`src/rtl/sya_pkg.sv`:
```
// Shared state encoding and defaults for the systolic-array row sequencer.
package sya_pkg;

  localparam int unsigned CNT_WIDTH_DEF = 16;
  localparam int unsigned ST_W          = 3;

  localparam logic [ST_W-1:0] ST_IDLE  = 3'd0;
  localparam logic [ST_W-1:0] ST_RUN   = 3'd1;
  localparam logic [ST_W-1:0] ST_FLUSH = 3'd2;
  localparam logic [ST_W-1:0] ST_DRAIN = 3'd3;
  localparam logic [ST_W-1:0] ST_DONE  = 3'd4;

endpackage

```
`src/rtl/sya_col_tracker.sv`:
```
// Follows the acc_reset wavefront across the row and names the column whose
// quantised result is on out_fm in each advancing cycle.
module sya_col_tracker #(
  parameter int unsigned NUM_PE    = 16,
  parameter int unsigned COL_WIDTH = $clog2(NUM_PE)
) (
  input  logic                 clk,
  input  logic                 rst_n,
  input  logic                 i_arm,
  input  logic                 i_adv,
  output logic                 o_fm_vld,
  output logic [COL_WIDTH-1:0] o_fm_col,
  output logic                 o_armed
);

  localparam logic [COL_WIDTH-1:0] COL_LAST = COL_WIDTH'(NUM_PE - 1);

  logic                 r_armed;
  logic [COL_WIDTH-1:0] r_col;

  // A new arm restarts at column 0 even if the previous sweep ends this cycle.
  always_ff @(posedge clk or negedge rst_n) begin
    if (!rst_n) begin
      r_armed <= 1'b0;
      r_col   <= '0;
    end else if (i_adv) begin
      if (i_arm) begin
        r_armed <= 1'b1;
        r_col   <= '0;
      end else if (r_armed) begin
        if (r_col == COL_LAST) begin
          r_armed <= 1'b0;
          r_col   <= '0;
        end else begin
          r_col <= r_col + COL_WIDTH'(1);
        end
      end
    end
  end

  assign o_fm_vld = r_armed & i_adv;
  assign o_fm_col = r_col;
  assign o_armed  = r_armed;

endmodule

```
`src/rtl/sya_row_ctrl.sv`:
```
// Left-edge sequencer for one systolic PE row: issues operands, injects
// acc_reset wavefronts with minimum spacing, and tracks finished columns.
module sya_row_ctrl
  import sya_pkg::*;
#(
  parameter int unsigned NUM_PE    = 16,
  parameter int unsigned CNT_WIDTH = CNT_WIDTH_DEF,
  parameter int unsigned COL_WIDTH = $clog2(NUM_PE)
) (
  input  logic                 clk,
  input  logic                 rst_n,
  input  logic                 cfg_vld,
  output logic                 cfg_rdy,
  input  logic [CNT_WIDTH-1:0] cfg_k,
  input  logic [CNT_WIDTH-1:0] cfg_tiles,
  input  logic                 op_vld,
  output logic                 op_pop,
  input  logic                 out_stall,
  output logic                 row_vld,
  output logic                 row_rdy,
  output logic                 row_acc_reset,
  output logic                 out_fm_vld,
  output logic [COL_WIDTH-1:0] out_fm_col,
  output logic                 busy,
  output logic                 done
);

  localparam int unsigned          SPC_W   = $clog2(NUM_PE + 1);
  localparam logic [SPC_W-1:0]     SPC_MIN = SPC_W'(NUM_PE);

  logic [ST_W-1:0]      r_state;
  logic [ST_W-1:0]      w_state_nxt;
  logic [CNT_WIDTH-1:0] r_k;
  logic [CNT_WIDTH-1:0] r_t;
  logic [CNT_WIDTH-1:0] r_k_cnt;
  logic [CNT_WIDTH-1:0] r_t_cnt;
  logic [SPC_W-1:0]     r_spc_cnt;

  logic w_adv;
  logic w_k_first;
  logic w_k_last;
  logic w_t_last;
  logic w_gap;
  logic w_issue;
  logic w_flush;
  logic w_acc_reset;
  logic w_arm;
  logic w_armed;

  assign w_adv     = ~out_stall;
  assign w_k_first = (r_k_cnt == '0);
  assign w_k_last  = (r_k_cnt == r_k - CNT_WIDTH'(1));
  assign w_t_last  = (r_t_cnt == r_t - CNT_WIDTH'(1));
  // Hold a new tile back until the previous wavefront has cleared the row.
  assign w_gap     = w_k_first & (r_spc_cnt < SPC_MIN) & (r_t_cnt != '0);
  assign w_issue   = (r_state == ST_RUN) & op_vld & w_adv & ~w_gap;
  assign w_flush   = (r_state == ST_FLUSH) & w_adv & (r_spc_cnt >= SPC_MIN);
  assign w_acc_reset = (w_issue & w_k_first) | w_flush;
  // The job's first reset has no prior tile to read out.
  assign w_arm     = w_flush | (w_issue & w_k_first & (r_t_cnt != '0));

  always_ff @(posedge clk or negedge rst_n) begin
    if (!rst_n) r_state <= ST_IDLE;
    else        r_state <= w_state_nxt;
  end

  always_comb begin
    w_state_nxt   = r_state;
    cfg_rdy       = 1'b0;
    busy          = 1'b1;
    done          = 1'b0;
    op_pop        = w_issue;
    row_vld       = w_issue;
    row_acc_reset = w_acc_reset;
    row_rdy       = w_adv;
    case (r_state)
      ST_IDLE: begin
        cfg_rdy = 1'b1;
        busy    = 1'b0;
        if (cfg_vld) w_state_nxt = (cfg_tiles == '0) ? ST_DONE : ST_RUN;
      end
      ST_RUN:   if (w_issue && w_k_last && w_t_last) w_state_nxt = ST_FLUSH;
      ST_FLUSH: if (w_flush) w_state_nxt = ST_DRAIN;
      ST_DRAIN: if (!w_armed) w_state_nxt = ST_DONE;
      ST_DONE: begin
        done        = 1'b1;
        w_state_nxt = ST_IDLE;
      end
      default:  w_state_nxt = ST_IDLE;
    endcase
  end

  // Job parameters, element/tile counters and reset-spacing counter.
  always_ff @(posedge clk or negedge rst_n) begin
    if (!rst_n) begin
      r_k       <= '0;
      r_t       <= '0;
      r_k_cnt   <= '0;
      r_t_cnt   <= '0;
      r_spc_cnt <= '0;
    end else if (r_state == ST_IDLE) begin
      if (cfg_vld) begin
        r_k       <= (cfg_k == '0) ? CNT_WIDTH'(1) : cfg_k;
        r_t       <= cfg_tiles;
        r_k_cnt   <= '0;
        r_t_cnt   <= '0;
        r_spc_cnt <= '0;
      end
    end else begin
      if (w_issue) begin
        if (w_k_last) begin
          r_k_cnt <= '0;
          r_t_cnt <= r_t_cnt + CNT_WIDTH'(1);
        end else begin
          r_k_cnt <= r_k_cnt + CNT_WIDTH'(1);
        end
      end
      if (w_acc_reset)                        r_spc_cnt <= SPC_W'(1);
      else if (w_adv && r_spc_cnt < SPC_MIN) r_spc_cnt <= r_spc_cnt + SPC_W'(1);
    end
  end

  sya_col_tracker #(
    .NUM_PE   (NUM_PE),
    .COL_WIDTH(COL_WIDTH)
  ) u_col_tracker (
    .clk     (clk),
    .rst_n   (rst_n),
    .i_arm   (w_arm),
    .i_adv   (w_adv),
    .o_fm_vld(out_fm_vld),
    .o_fm_col(out_fm_col),
    .o_armed (w_armed)
  );

endmodule

```
`config.mk`:
```
export PLATFORM = sky130hd
export DESIGN_NAME = sya_row_ctrl
export DESIGN_NICKNAME = d
export VERILOG_FILES = /design/src/rtl/sya_pkg.sv /design/src/rtl/sya_col_tracker.sv /design/src/rtl/sya_row_ctrl.sv
export SDC_FILE = /design/constraint.sdc
export NUM_CORES = 1
export LEC_CHECK = 0
export ABC_AREA = 0
export BUFFER_PORTS_ARGS = -buffer_cell sky130_fd_sc_hd__buf_2
export CORE_UTILIZATION = 50
export CTS_CLUSTER_SIZE = 8
export DETAILED_ROUTE_END_ITERATION = 12
export HOLD_SLACK_MARGIN = 0.1
export PLACE_DENSITY = 0.69
export RECOVER_POWER = 100
export SLEW_MARGIN = 20
export SYNTH_ARGS = -nofsm -noshare
export SYNTH_HDL_FRONTEND = slang
export SYNTH_HIERARCHICAL = 1
export SYNTH_SLANG_ARGS = --single-unit
```
`constraint.sdc`:
```
create_clock -name clk -period 7.98 [get_ports clk]
set_input_delay 1.197 -clock clk [delete_from_list [all_inputs] [get_ports clk]]
set_output_delay 1.197 -clock clk [all_outputs]
set_load 0.01 [all_outputs]
```
==> flow_summary.ini <==
[floorplanning]
start_util = 0.5136
fp-row-count = 36
die-area_sq_mm = 0.01040
die_w_um = 102.0
core_sq_mm = 0.009729
die_y_um = 102.0
ios = 49

[place]
portBuffers = 48
gp_congestion = 0.9133
pre_cts_ws_ns = 4.129
dpl_cell_area_sq_mm = 0.005285
place_hpwl_mm = 8.222

[critical_path]
crit_fanout = 39
path_class = flip-flop to flip-flop
cp_data_arrival_time_ns = 5.01
r2r_slack_ns = 3.12
required_ns = 8.13
endpoint_kind = flip-flop
reg2reg_depth = 7
r2r-end = r_t_cnt[2]$_DFFE_PN0P_
r2r_start = r_state[1]$_DFFE_PN0P_
crit_path_start_kind = flip-flop

[cts]
clk_path_buf_depth = 2
clockRootBuffer = clkbuf_8
clk_pin_slew_worst_paths_ns = 0.07
ctsResizeCount = 0
cts_tree = yes
cts-hold-fix-buffers = 0
cts.sinks = 77
clock_latency_ns = 0.35
h-tree-depth = 3
cts_buffers = 9
cts_setup_buffers = 0

[pwr]
clkPwrFrac = 0.168
ir_worst_vdd_mv = 0.1301
netSwitchingFraction = 0.4153
switching_power_uw = 604.1
seqPwrFrac = 0.450
p_total_uw = 1454
power_leakage_uw = 0.002329
internal_power_uw = 850.4
p_per_area_mw_per_mm2 = 270.0
p_comb_frac = 0.382

[final_layout]
final_layout_size_suffix_gt1_frac = 0.09076
area_growth_pct = 7.812
diodes = 0
fin_area_sq_mm = 0.005388
nets = 670

[yosys]
synth_top_area_frac = 0.3856
synth_ff_type = dfrtp_1
yosysMostFrequentCell = nand2_1
yosysSeqAreaShare = 0.3856
postSynthCellCount = 595
synth_nets = 640
async_flop_share = 1.000
ys_seq_elements = 77
syn_area_sq_mm = 0.004997
yosysTopAreaCell = dfrtp_1
yosysUniqueCellTypes = 66
avgSynthCellArea_sq_um = 8.399
synth_common_cells = nand2_1 (124), dfrtp_1 (77), nor2_1 (35)
ys_warn_count = 6
synth_edf_count = 0
synthTopCellsByArea = dfrtp_1 (39%), nand2_1 (9.3%), xnor2_1 (5.4%)

[sta]
setup_violations = 0
rsz0062_at_grt = no
setup_ws_ns = 3.119
fmax_mhz = 205.7
period_minus_slack_ns = 4.861
tns_ns = 0
drv_slew = 176
fin_skew_ns = 0.009282
slew_headroom = -1.712
tightest_slew_ns = 4.067
hold_viol = 0
period_share = 0.6091

[global_route]
grt_use_total = 0.2408
grt_overflow = 0
grt_max_degree = 78
antenna_found_initial = 0
grt_pass1_vias = 4117
grt_first_pass_wirelength_mm = 19.64

[run_status]
outcome = finished, violations left
violations = capacitance limit, slew limit

[worst_hold_path]
holdPathStages = 1
whs_endpoint = r_spc_cnt[3]$_DFFE_PN0P_
worstHoldStart = r_spc_cnt[3]$_DFFE_PN0P_
hp-class = flip-flop to flip-flop

[drt]
first_iter_violations = 220
wl_per_cell_um = 15.12
postRouteAntennaNets = 0
drc = 0
vias = 4378
drt-total-wl_mm = 11.50
via_per_inst = 5.753
dr.pass1.iters = 5

[flow_run]
drv_cap = 3
## worst max path at each step
| stage | start | end | cells past startpoint |
|---|---|---|---|
| floorplan | r_k[0]$_DFFE_PN0P_ | r_state[0]$_DFFE_PN0P_ | 10 |
| global placement | r_k[0]$_DFFE_PN0P_ | r_t_cnt[2]$_DFFE_PN0P_ | 9 |
| detailed placement | r_k[0]$_DFFE_PN0P_ | r_t_cnt[2]$_DFFE_PN0P_ | 9 |
| CTS | r_k[0]$_DFFE_PN0P_ | r_t_cnt[2]$_DFFE_PN0P_ | 9 |
| global route | rst_n | r_t[1]$_DFFE_PN0P_ | 1 |
| finish | r_state[1]$_DFFE_PN0P_ | r_t_cnt[2]$_DFFE_PN0P_ | 7 |
## power groups by stage
stage | clock [uW] | sequential, uW | combinational [uW]
3_5_place_dp | 0 | 661 | 557
5_1_grt | 267 | 675 | 643
2_1_floorplan | 0 | 597 | 473
4_1_cts | 252 | 653 | 561
3_3_place_gp | 0 | 652 | 538
6_report | 244 | 655 | 556
## metal layers
metal,GRT usage,up-vias,wire length [um]
li1,-,2161,-
met1,0.3421,2078,5623
met2,0.3733,120,5153
met3,0.04104,19,544
met4,0.08022,0,183
met5,0,-,0
## cells in the final DEF (no fill, tap or decap), types with 4 or more instances in the layout
| master | count |
|---|---|
| nand3_1 | 16 |
| xor2_1 | 19 |
| nor3_1 | 16 |
| a31oi_1 | 4 |
| clkbuf_1 | 18 |
| xnor2_1 | 31 |
| nand2_1 | 125 |
| o21a_1 | 4 |
| a21oi_1 | 26 |
| and3_1 | 8 |
| mux2i_1 | 15 |
| clkbuf_8 | 9 |
| a22o_1 | 4 |
| buf_2 | 34 |
| nand2b_1 | 21 |
| nor2_1 | 35 |
| nor3b_1 | 5 |
| and4_1 | 4 |
| o21ai_0 | 19 |
| nand4_1 | 12 |
| ha_1 | 8 |
| and2_1 | 4 |
| inv_1 | 18 |
| or4_1 | 13 |
| dfrtp_1 | 77 |
| nor4_1 | 19 |
| or3_1 | 10 |
## state kept, by name, summed over array words and instances, names as in the netlist
name	cells
r_t	16
u_col_tracker/o_fm_col	4
r_spc_cnt	5
r_state	3
r_k_cnt	16
r_t_cnt	16
u_col_tracker/o_armed	1
r_k	16
## area by class of cell
class | instances | area (sq um)
Multi-Input combinational cell | 469 | 2850
Tap cell | 133 | 166.4
Sequential cell | 77 | 1927
Timing Repair Buffer | 50 | 230.2
Fill cell | 984 | 4342
Inverter | 18 | 67.56
Clock inverter | 3 | 15.01
Clock buffer | 11 | 131.4
## critical path, stage by stage (launching register included)
cell,delay [ns]
dfrtp_1,0.48
or3_1,0.72
inv_1,0.29
and2_1,0.15
clkbuf_1,1.23
nor2_1,0.43
a21oi_1,1.15
a221oi_1,0.19
## stage by stage
stage | hold WS, ns | utilization | std cells
after CTS | 0.4993 | 0.5583 | 761
final | 0.5011 | 0.5538 | 761
after global routing | 0.5122 | 0.5538 | 761
after detailed placement | 0.4854 | 0.5432 | 747
after global placement | 0.4679 | 0.5432 | 747
after floorplan | 0.4429 | - | 595
## kinds of logic after synthesis
group,synth area share
buf+inv,0.04081
simple gates,0.3150
xor+xnor,0.08763
compound gates,0.1164
mux,0.03455
fa+ha+maj,0.02003
flops,0.3856
No activity file was read; power rests on OpenSTA's default activity.
